## src/rtl/tia_horizontal_timing_pkg.sv

```systemverilog
// Shared constants for the horizontal timing generator: LFSR width, line
// length, the LFSR shift rule and the LFSR codes of the decoded line steps.
package tia_horizontal_timing_pkg;

  localparam int LFSR_W         = 6;
  localparam int LINE_STEPS_DEF = 57;

  // One LFSR step: shift left, feed back XNOR of the two top bits
  function automatic logic [LFSR_W-1:0] lfsr_shift(input logic [LFSR_W-1:0] l);
    return {l[LFSR_W-2:0], ~(l[LFSR_W-1] ^ l[LFSR_W-2])};
  endfunction

  // LFSR code reached n steps after the all-zero state
  function automatic logic [LFSR_W-1:0] lfsr_at(input int n);
    logic [LFSR_W-1:0] l;
    l = '0;
    for (int i = 0; i < n; i++) l = lfsr_shift(l);
    return l;
  endfunction

  localparam logic [LFSR_W-1:0] H_S0  = lfsr_at(0);
  localparam logic [LFSR_W-1:0] H_S4  = lfsr_at(4);
  localparam logic [LFSR_W-1:0] H_S8  = lfsr_at(8);
  localparam logic [LFSR_W-1:0] H_S16 = lfsr_at(16);
  localparam logic [LFSR_W-1:0] H_S18 = lfsr_at(18);
  localparam logic [LFSR_W-1:0] H_S36 = lfsr_at(36);
  localparam logic [LFSR_W-1:0] H_S56 = lfsr_at(LINE_STEPS_DEF - 1);

endpackage

```

## src/rtl/tia_horizontal_timing_lfsr6.sv

```systemverilog
// 6-bit horizontal LFSR: shift enable, synchronous clear, reload to zero
// from the terminal step (or from the unreachable all-ones lock-up state).
module tia_lfsr6
  import tia_horizontal_timing_pkg::*;
#(
  parameter logic [LFSR_W-1:0] TERM = H_S56
) (
  input  logic              clkp,
  input  logic              reset_bar,
  input  logic              i_en,
  input  logic              i_clr,
  output logic [LFSR_W-1:0] o_q,
  output logic [LFSR_W-1:0] o_nxt
);

  logic [LFSR_W-1:0] r_q;

  // Next code; exposed so the top can decode registered outputs with zero lag
  always_comb begin
    o_nxt = r_q;
    if (i_clr)
      o_nxt = '0;
    else if (i_en)
      o_nxt = (r_q == TERM || r_q == '1) ? '0 : lfsr_shift(r_q);
  end

  // LFSR state register
  always_ff @(posedge clkp or negedge reset_bar) begin
    if (!reset_bar) r_q <= '0;
    else            r_q <= o_nxt;
  end

  assign o_q = r_q;

endmodule

```

## src/rtl/tia_horizontal_timing.sv

```systemverilog
// Horizontal sync/timing generator: clkp/4 phase strobes, 57-step LFSR line
// counter and registered line-event decode. Optional late-HBLANK release
// (HMOVE) is built when TIA_HORIZONTAL_LATE_HBLANK_EN is defined.
module tia_horizontal_timing
  import tia_horizontal_timing_pkg::*;
#(
  parameter int LINE_STEPS = LINE_STEPS_DEF
) (
  input  logic              clkp,
  input  logic              reset_bar,
  input  logic              rsync,
  input  logic              hmove,
  output logic              hphi1,
  output logic              hphi2,
  output logic [LFSR_W-1:0] hcount,
  output logic              shb,
  output logic              rhb,
  output logic              cnt,
  output logic              hsync,
  output logic              hblank,
  output logic              line_start
);

  logic [1:0]        r_phase, w_phase_nxt;
  logic [LFSR_W-1:0] w_lfsr, w_lfsr_nxt;
  logic              w_adv, w_chg, w_ent0, w_rel, w_late_set;
  logic              r_late;
  logic              r_hphi1, r_hphi2, r_shb, r_rhb, r_cnt, r_hsync, r_hblank, r_lstart;

  assign w_adv       = (r_phase == 2'd3);
  assign w_phase_nxt = rsync ? 2'd0 : r_phase + 2'd1;
  // Step boundary: either a normal advance or an RSYNC restart
  assign w_chg       = rsync | w_adv;

  tia_lfsr6 #(.TERM(lfsr_at(LINE_STEPS - 1))) u_lfsr (
    .clkp      (clkp),
    .reset_bar (reset_bar),
    .i_en      (w_adv),
    .i_clr     (rsync),
    .o_q       (w_lfsr),
    .o_nxt     (w_lfsr_nxt)
  );

`ifdef TIA_HORIZONTAL_LATE_HBLANK_EN
  assign w_late_set = hmove;
`else
  logic w_unused_hmove;
  assign w_unused_hmove = hmove;
  assign w_late_set     = 1'b0;
`endif

  assign w_ent0 = w_chg & (w_lfsr_nxt == H_S0);
  // Release decided once per line: step 16 if not late, else step 18
  // (gated by hblank so a late arm after an early release cannot re-fire rhb)
  assign w_rel  = w_chg & (((w_lfsr_nxt == H_S16) & ~r_late) |
                           ((w_lfsr_nxt == H_S18) & r_late & r_hblank));

  // Phase counter, restarted by rsync
  always_ff @(posedge clkp or negedge reset_bar) begin
    if (!reset_bar) r_phase <= 2'd0;
    else            r_phase <= w_phase_nxt;
  end

  // Late latch: hmove sets (wins over clear), step-0 entry clears
  always_ff @(posedge clkp or negedge reset_bar) begin
    if (!reset_bar)      r_late <= 1'b0;
    else if (w_late_set) r_late <= 1'b1;
    else if (w_ent0)     r_late <= 1'b0;
  end

  // Registered decode, computed from next phase/LFSR so it tracks hcount
  always_ff @(posedge clkp or negedge reset_bar) begin
    if (!reset_bar) begin
      r_hphi1  <= 1'b1;
      r_hphi2  <= 1'b0;
      r_shb    <= 1'b1;
      r_rhb    <= 1'b0;
      r_cnt    <= 1'b0;
      r_hsync  <= 1'b0;
      r_hblank <= 1'b1;
      r_lstart <= 1'b1;
    end else begin
      r_hphi1  <= (w_phase_nxt == 2'd0);
      r_hphi2  <= (w_phase_nxt == 2'd2);
      r_lstart <= (w_phase_nxt == 2'd0) && (w_lfsr_nxt == H_S0);
      if (w_chg) begin
        r_shb <= (w_lfsr_nxt == H_S0);
        r_cnt <= (w_lfsr_nxt == H_S36);
        r_rhb <= w_rel;
        if (w_lfsr_nxt == H_S4)                              r_hsync <= 1'b1;
        else if (w_lfsr_nxt == H_S8 || w_lfsr_nxt == H_S0)   r_hsync <= 1'b0;
        if (w_ent0)     r_hblank <= 1'b1;
        else if (w_rel) r_hblank <= 1'b0;
      end
    end
  end

  assign hphi1      = r_hphi1;
  assign hphi2      = r_hphi2;
  assign hcount     = w_lfsr;
  assign shb        = r_shb;
  assign rhb        = r_rhb;
  assign cnt        = r_cnt;
  assign hsync      = r_hsync;
  assign hblank     = r_hblank;
  assign line_start = r_lstart;

endmodule

```

## config.mk

```make
export PLATFORM = sky130hd
export DESIGN_NAME = tia_horizontal_timing
export DESIGN_NICKNAME = d
export VERILOG_FILES = /design/src/rtl/tia_horizontal_timing_pkg.sv /design/src/rtl/tia_horizontal_timing_lfsr6.sv /design/src/rtl/tia_horizontal_timing.sv
export SDC_FILE = /design/constraint.sdc
export NUM_CORES = 1
export LEC_CHECK = 0
export CAP_MARGIN = 20
export CORE_MARGIN = 10
export CORE_UTILIZATION = 49
export CTS_CLUSTER_DIAMETER = 40
export DETAILED_ROUTE_END_ITERATION = 7
export GPL_ROUTABILITY_DRIVEN = 1
export PLACE_DENSITY = 0.73
export SKIP_CTS_REPAIR_TIMING = 1
export SYNTH_ARGS = -nofsm -noshare
export SYNTH_HDL_FRONTEND = slang
export SYNTH_SLANG_ARGS = --single-unit
```

## constraint.sdc

```tcl
create_clock -name clkp -period 2.2 [get_ports clkp]
set_input_delay 0.22 -clock clkp [delete_from_list [all_inputs] [get_ports clkp]]
set_output_delay 0.22 -clock clkp [all_outputs]
set_load 0.02 [all_outputs]
```

==> results of run 1 <==
==> synth_stat cells, types with 2 or more instances <==
cell	number	share of area
dfrtp_1	12	0.34
nand2_1	10	0.043
nand3_1	8	0.046
a21oi_1	7	0.040
nor2_1	6	0.026
buf_2	4	0.023
dfstp_2	4	0.12
ha_1	3	0.043
nand4_1	3	0.021
nor2b_1	3	0.021
o21ai_0	3	0.017
a211o_1	2	0.020
a41o_1	2	0.023
clkbuf_1	2	0.0086
inv_1	2	0.0086
nand3b_1	2	0.017
o21ai_1	2	0.011
o41ai_1	2	0.020
==> worst register-to-register path: cells and delay by family, from the launching register on <==
family / cells / cell delay, ps
adders and majority gates: 1 / 540
AOI/OAI and AO/OA: 2 / 390
DFF: 1 / 400
and+or+nand+nor: 2 / 620
==> worst paths after layout <==
check | from | endpoint | slack [ps]
min reg2reg | r_phase[0] | r_phase[0] | 480
min in group clkp | r_phase[0] | r_phase[0] | 480
max reg2reg | r_phase[0] | hsync | 180
min | reset_bar | u_lfsr.o_q[0] | 340
max in group asynchronous | reset_bar | u_lfsr.o_q[3] | 1430
max | r_phase[0] | hsync | 180
==> layout make-up <==
class | count | area, um^2 | area share
multi-input cells | 68 | 425 | 0.395
well taps | 25 | 31.3 | 0.0290
inverters | 3 | 11.3 | 0.0105
clock buffers | 4 | 36.3 | 0.0337
repair buffers | 17 | 168 | 0.156
flip-flops and latches | 16 | 405 | 0.376
==> logic make-up (layout without fill, tap and decap cells) <==
group                    count (synthesis)  after routing  synth area share
adder cells (fa/ha/maj)                  3              3            0.0428
buffers and inverters                   10             24            0.0528
flip-flops                              16             16             0.462
AND/OR/NAND/NOR                         41             41             0.250
AO/OA/AOI/OAI                           23             23             0.181
multiplexers                             1              1            0.0114
==> power by group <==
part           switching [uW]  internal, uW
Sequential               7.70           307
Clock                    87.9           101
Combinational            37.5          29.4
Total                     133           437
==> metrics by stage <==
stage	cells	util
2_1_floorplan	94	-
3_3_place_gp	129	0.610
3_5_place_dp	129	0.610
4_1_cts	133	0.631
5_1_grt	133	0.631
6_report	133	0.631
==> flip-flops by register name, indices dropped and copies added (netlist names) <==
name,flops
u_lfsr.o_q,6
r_phase,2
cnt,1
hblank,1
hphi1,1
hphi2,1
hsync,1
line_start,1
rhb,1
shb,1
==> routing by layer <==
layer  vias to the layer above  track usage
met1                       347        0.115
li1                        367            -
met2                        14        0.163
met5                         -            0
met3                         2       0.0269
met4                         0       0.0419
==> flow_metrics.tcl, run 1 <==
set metrics [dict create \
    synth-seq-cells 16 \
    design_area_um2 1080 \
    grt_max_degree 18 \
    fin_skew_ps 3.36 \
    num-fill-cells 156 \
    worst_hold_slack_ps 342 \
    dpl_cell_area_um2 1040 \
    grt_pass1_vias 729 \
    grt_overflow 0 \
    clkLatencyLatePin_ps 280 \
    clock_path_buffers 2 \
    worstPathCellList "ha_1, nand2_2, or4b_1, a211o_1, o2bb2ai_1" \
    dieArea_um2 3880 \
    hold_path_class "input pin to async pin" \
    dp_worst_setup_slack_ps 244 \
    route.met2.wl_um 867 \
    fin_crit_ps 2020 \
    cp_slowest_stage_delay_ps 540 \
    power.total_uw 570 \
    path_clk_slew_ps 90 \
    postSynthCellCount 94 \
    fmax_ghz 0.496 \
    dp_hpwl_um 1300 \
    hold_viol 0 \
    worstSetupStartpointType "flip-flop" \
    cp-end-kind "flip-flop" \
    start_util 0.514 \
    coreArea_um2 1710 \
    viasPerCell 5.49 \
    fin_setup_tns_ps 0 \
    cp.depth 5 \
    grtUsageTotal 0.0980 \
    tightest_slew_ps 673 \
    rows 15 \
    drtPass1Iterations 4 \
    drc 0 \
    period_share 0.917 \
    yosys_warnings 0 \
    avgSynthCellArea_um2 9.33 \
    port_buffers 16 \
    worst_slack_ps 184 \
    top_layer_used "met4" \
    syn-num-nets 101 \
    cp.required_ps 2410 \
    status "finished clean" \
    syn2layout_area_growth_pct 22.8 \
    peakVddDrop_uv 443 \
    cts_tree "yes" \
    ctsHtreeMaxLevel 1 \
    pin_count 18 \
    async_reset_ff_frac 1.00 \
    critPathMaxFanout 16 \
    synth_edf_count 0 \
    synth-main-ff-cell "dfrtp_1" \
    finalSetupViolations 0 \
    crit_type "flip-flop to flip-flop" \
    cts_buffers 3 \
    clockRootBuffer "clkbuf_4" \
    rr_worst_depth 5 \
    antenna_found_initial 0 \
    layout_common_cells "clkdlybuf4s50_1, dfrtp_1, nand2_1" \
    syn_area_um2 877 \
    clock-sinks 16 \
    met3_length_um 87 \
    fin_nets 116 \
    path_delay_family "simple AND/OR/NAND/NOR gates" \
    place_congestion 0.773 \
    power_leakage_uw 0.000408 \
    pwr_density_cell_nw_per_um2 529 \
    synth.yosys.seq_area_share 0.462 \
    met1Wirelength_um 862 \
    arrival_ps 2230 \
    antenna_cells 0 \
    finalWirelength_um 1830 \
    die_w_um 62.3 \
    drtIter0Drc 25 \
    mostFrequentLayoutCell "clkdlybuf4s50_1" \
    cpMaxStageDelayCell "ha_1" \
    synth_cell_types 35 \
    drive_above_1_share 0.111 \
    drv_slew 0 \
    rsz0062_at_grt "no" \
    crit_buf_inv 0 \
    cap_violations 0 \
    antenna_left 0 \
    wl_per_cell_um 13.8 \
    dr_total_vias 730 \
    die_h_um 62.3 \
    grt_pass1_wl_um 3260 \
    relSlewSlack 0.550 \
]
Power figures use the tool's default switching activity.
==> inputs of run 2 (changes only) <==
--- a/config.mk
+++ b/config.mk
@@ -12,6 +12,7 @@
 export DETAILED_ROUTE_END_ITERATION = 7
 export GPL_ROUTABILITY_DRIVEN = 1
 export PLACE_DENSITY = 0.73
+export SETUP_SLACK_MARGIN = 0.2
 export SKIP_CTS_REPAIR_TIMING = 1
 export SYNTH_ARGS = -nofsm -noshare
 export SYNTH_HDL_FRONTEND = slang
==> run 2 against run 1 <==
Net effect: routed wire length is 1.4% lower; combinational power is 0.6% higher; clock power hardly changed; sequential share of layout area hardly changed; register-to-register slack better by 180 ps; setup slack better by 180 ps; critical path depth stayed put; clock-buffer cell count stayed put; cell area is 0.35% higher; clock skew hardly changed; non-clock buffer count stayed put; sequential cell count stayed put; critical path type unchanged; critical endpoint unchanged; largest power group unchanged.
==> flow_metrics.tcl, run 2 (synthesized netlist as in run 1, its figures left out) <==
set metrics [dict create \
    cap_violations 0 \
    die_w_um 62.3 \
    die_h_um 62.3 \
    critPathMaxFanout 16 \
    finalSetupViolations 0 \
    fin_crit_ps 1840 \
    grt_max_degree 18 \
    grt_pass1_wl_um 3260 \
    critPathLaunch "r_phase[0]" \
    port_buffers 16 \
    fin_nets 116 \
    layout_common_cells "clkdlybuf4s50_1, dfrtp_1, nand2_1" \
    place_congestion 0.773 \
    r2r_end "hsync" \
    pwr_density_cell_nw_per_um2 529 \
    cts_buffers 3 \
    rsz0062_at_grt "no" \
    clockRootBuffer "clkbuf_4" \
    drc 0 \
    viasPerCell 5.56 \
    ff_latch_area_um2 407 \
    syn2layout_area_growth_pct 23.3 \
    pin_count 18 \
    cp-end-kind "flip-flop" \
    reg2reg_slack_ps 360 \
    cts_tree "yes" \
    relSlewSlack 0.551 \
    grtUsageTotal 0.0980 \
    path_clk_slew_ps 90 \
    met1_usage 0.115 \
    met3_usage 0.0269 \
    rows 15 \
    clock_path_buffers 2 \
    ctsHtreeMaxLevel 1 \
    drtPass1Iterations 4 \
    period_share 0.834 \
    finalWirelength_um 1810 \
    drv_slew 0 \
    cp-endpoint "hsync" \
    mostFrequentLayoutCell "clkdlybuf4s50_1" \
    gr-max-usage-layer "met2" \
    power_leakage_uw 0.000404 \
    use_met2 0.163 \
    fin_skew_ps 3.39 \
    fmax_ghz 0.545 \
    reg2reg_from "r_phase[0]" \
    crit_type "flip-flop to flip-flop" \
    hold_path_class "input pin to async pin" \
    antenna_left 0 \
    arrival_ps 2050 \
    wl_per_cell_um 13.6 \
    antenna_found_initial 0 \
    dp_worst_setup_slack_ps 244 \
    dp_hpwl_um 1300 \
    antenna_cells 0 \
    worstSetupStartpointType "flip-flop" \
    largest_reg_flops 6 \
    final_core_util 0.633 \
    grt_overflow 0 \
    rr_worst_depth 5 \
    status "finished clean" \
    clkLatencyLatePin_ps 280 \
    worst_slack_ps 364 \
    start_util 0.514 \
    tightest_slew_ps 672 \
    drive_above_1_share 0.130 \
    clock-sinks 16 \
    drtIter0Drc 25 \
    hold_viol 0 \
    num-fill-cells 154 \
    grt_pass1_vias 729 \
    dieArea_um2 3880 \
    fin_setup_tns_ps 0 \
    cp.required_ps 2410 \
    peakVddDrop_uv 444 \
    multiInputGateArea_um2 428 \
    coreArea_um2 1710 \
    dr_total_vias 740 \
]
==> run 2: layer usage <==
| layer | vias up | share of wire |
|---|---|---|
| met2 | 19 | 0.47 |
| met5 | - | 0 |
| li1 | 367 | - |
| met3 | 5 | 0.058 |
| met4 | 0 | 0.016 |
| met1 | 349 | 0.46 |
==> run 2: stage by stage <==
stage	total power, uW	instance area, um^2	cells	hold slack, ps
global placement	387	1040	129	457
floorplan	359	877	94	-75.6
finish	571	1080	133	339
detailed placement	388	1040	129	458
CTS	580	1080	133	375
global route	599	1080	133	399
==> run 2: layout make-up <==
cell class	instances	area share
Multi-Input combinational cell	68	0.396
Sequential cell	16	0.376
Timing Repair Buffer	17	0.155
Clock buffer	4	0.0336
Tap cell	25	0.0289
Inverter	3	0.0104
==> run 2: where the power goes <==
| group | switching (uW) | internal (uW) |
|---|---|---|
| clock | 89.1 | 101 |
| sequential | 7.52 | 307 |
| combinational | 37.2 | 30.0 |
==> run 2: worst max-delay path: stages (launching register included) <==
cell       delay [ps]
dfrtp_1           400
ha_2              390
nand2_2           100
or4b_1            490
a211o_1           270
o2bb2ai_1         120
==> run 2: how the worst min path moves through the flow <==
stage                    start       endpoint
floorplan            reset_bar            cnt
global placement    r_phase[0]     r_phase[0]
detailed placement  r_phase[0]     r_phase[0]
CTS                  reset_bar  u_lfsr.o_q[0]
global route         reset_bar  u_lfsr.o_q[0]
finish               reset_bar  u_lfsr.o_q[0]
==> inputs of run 3 (changes only) <==
--- a/config.mk
+++ b/config.mk
@@ -7,11 +7,11 @@
 export LEC_CHECK = 0
 export CAP_MARGIN = 20
 export CORE_MARGIN = 10
-export CORE_UTILIZATION = 49
+export CORE_UTILIZATION = 44
 export CTS_CLUSTER_DIAMETER = 40
 export DETAILED_ROUTE_END_ITERATION = 7
 export GPL_ROUTABILITY_DRIVEN = 1
-export PLACE_DENSITY = 0.73
+export PLACE_DENSITY = 0.69
 export SETUP_SLACK_MARGIN = 0.2
 export SKIP_CTS_REPAIR_TIMING = 1
 export SYNTH_ARGS = -nofsm -noshare
==> constraint.sdc (replaced) <==
create_clock -name clkp -period 1.6 [get_ports clkp]
set_input_delay 0.16 -clock clkp [delete_from_list [all_inputs] [get_ports clkp]]
set_output_delay 0.16 -clock clkp [all_outputs]
set_load 0.02 [all_outputs]
==> run 3 against run 2 <==
Net effect: the flow now finishes with violations (negative setup slack); hold slack worse by 170 ps; sequential share of layout area decreased by 5.7 points; clock-buffer cell count unchanged; die area rose by 7.6%; power is 33% higher; critical path depth stayed put; clock skew is 0.82 ps lower; critical endpoint is now cnt; largest cell class unchanged.
==> flow_metrics.tcl, run 3 (synthesized netlist as in run 1, its figures left out) <==
set metrics [dict create \
    ff_latch_area_um2 409 \
    drc 0 \
    rows 16 \
    dr_total_vias 843 \
    drive_above_1_share 0.333 \
    finalWirelength_um 2190 \
    ctsHtreeMaxLevel 1 \
    clkLatencyLatePin_ps 290 \
    tightest_slew_ps 330 \
    cts_buffers 3 \
    power.total_uw 758 \
    syn2layout_area_growth_pct 46.1 \
    antenna_left 0 \
    place_congestion 0.874 \
    fin_skew_ps 2.57 \
    reg2reg_from "u_lfsr.o_q[4]" \
    placed_cells 149 \
    period_share 1.05 \
    mostFrequentLayoutCell "buf_4" \
    grt_pass1_wl_um 3710 \
    pin_count 18 \
    clock_path_buffers 2 \
    finalSetupViolations 4 \
    pwr-share-seq 0.566 \
    cp.required_ps 1820 \
    cts_tree "yes" \
    grtUsageTotal 0.108 \
    instances_no_fill 153 \
    dpl_cell_area_um2 1190 \
    multiInputGateArea_um2 465 \
    critPathMaxFanout 4 \
    start_util 0.456 \
    grt_max_degree 18 \
    power.switching_uw 189 \
    antenna_cells 0 \
    cp-end-kind "flip-flop" \
    swShare 0.249 \
    fin_crit_ps 1680 \
    fmax_ghz 0.596 \
    arrival_ps 1900 \
    dieArea_um2 4180 \
    violations "negative setup slack" \
    drtPass1Iterations 4 \
    die_h_um 64.6 \
    coreArea_um2 1920 \
    wl_per_cell_um 14.3 \
    dp_hpwl_um 1640 \
    rsz0062_at_grt "yes" \
    relSlewSlack 0.779 \
    fin_nets 134 \
    hold_viol 0 \
    status "finished with violations" \
    combPwrFrac 0.145 \
    pwr-share-clk 0.289 \
    die_w_um 64.6 \
    antenna_found_initial 0 \
    rr_worst_depth 5 \
    layout_common_cells "buf_4, dlymetal6s2s_1, nand2_1" \
    r2r_end "cnt" \
    viasPerCell 5.51 \
    power_leakage_uw 0.000673 \
    port_buffers 16 \
    drv_slew 0 \
    hold_path_class "input pin to async pin" \
    pwr_density_cell_nw_per_um2 591 \
    design_area_um2 1280 \
    crit_type "flip-flop to flip-flop" \
    peakVddDrop_uv 501 \
    drtIter0Drc 27 \
    worst_slack_ps -78.4 \
    reg2reg_slack_ps -80 \
    p_int_uw 569 \
    dp_worst_setup_slack_ps -132 \
    largest_reg_flops 6 \
    cap_violations 0 \
    path_clk_slew_ps 90 \
    worstSetupStartpointType "flip-flop" \
    num-fill-cells 169 \
    grt_overflow 0 \
    clock-sinks 16 \
    grt_pass1_vias 847 \
    clockRootBuffer "clkbuf_4" \
]
run 3: cell count changes in the layout (fill, tap and decap cells not counted), moves of 2 or more:
cell             change
a21oi_2              +2
dlymetal6s2s_1      +13
dfrtp_1              -2
a21oi_1              -2
ha_1                 -2
inv_2                +2
clkdlybuf4s50_1     -13
buf_4               +18
inv_1                -2
dfrtp_2              +2
o21ai_0              -2
run 3: layer usage:
layer / track usage / part of all wire / vias to the layer above
met1: 0.120 / 0.43 / 397
met2: 0.176 / 0.46 / 34
met3: 0.0378 / 0.085 / 7
met5: 0 / 0 / -
met4: 0.0588 / 0.021 / 0
li1: - / - / 405
run 3: final cells by class:
cell class,count,area share
clock buffer,4,0.0205
inverter,3,0.00879
multi-input combinational,68,0.363
sequential,16,0.319
tap,27,0.0264
timing repair buffer,35,0.262
run 3: how the worst max path moves through the flow:
stage,from,end,slack [ps],depth (start not counted)
3_3_place_gp,r_phase[0],hsync,-80,5
4_1_cts,u_lfsr.o_q[5],hsync,-150,6
6_report,u_lfsr.o_q[4],cnt,-80,5
2_1_floorplan,u_lfsr.o_q[4],hsync,-80,5
5_1_grt,u_lfsr.o_q[4],cnt,-160,5
3_5_place_dp,u_lfsr.o_q[5],hsync,-130,6
run 3: critical path: stages (launching register included):
cell     delay (ps)
dfrtp_2         430
inv_2            80
ha_4            210
or4b_1          490
a211o_1         280
o21ai_2         120
run 3: power by group through the flow:
stage / Sequential (uW) / Clock, uW / Combinational [uW]
3_5_place_dp: 436 / 0 / 109
4_1_cts: 429 / 224 / 109
2_1_floorplan: 448 / 0 / 45.9
6_report: 429 / 219 / 110
3_3_place_gp: 436 / 0 / 109
5_1_grt: 431 / 246 / 121
run 3: per-stage QoR:
step	util	setup TNS [ps]	hold slack, ps
2_1_floorplan	-	-145	-136
3_3_place_gp	0.621	-171	471
3_5_place_dp	0.621	-322	495
4_1_cts	0.635	-679	186
5_1_grt	0.667	-918	179
6_report	0.667	-198	173
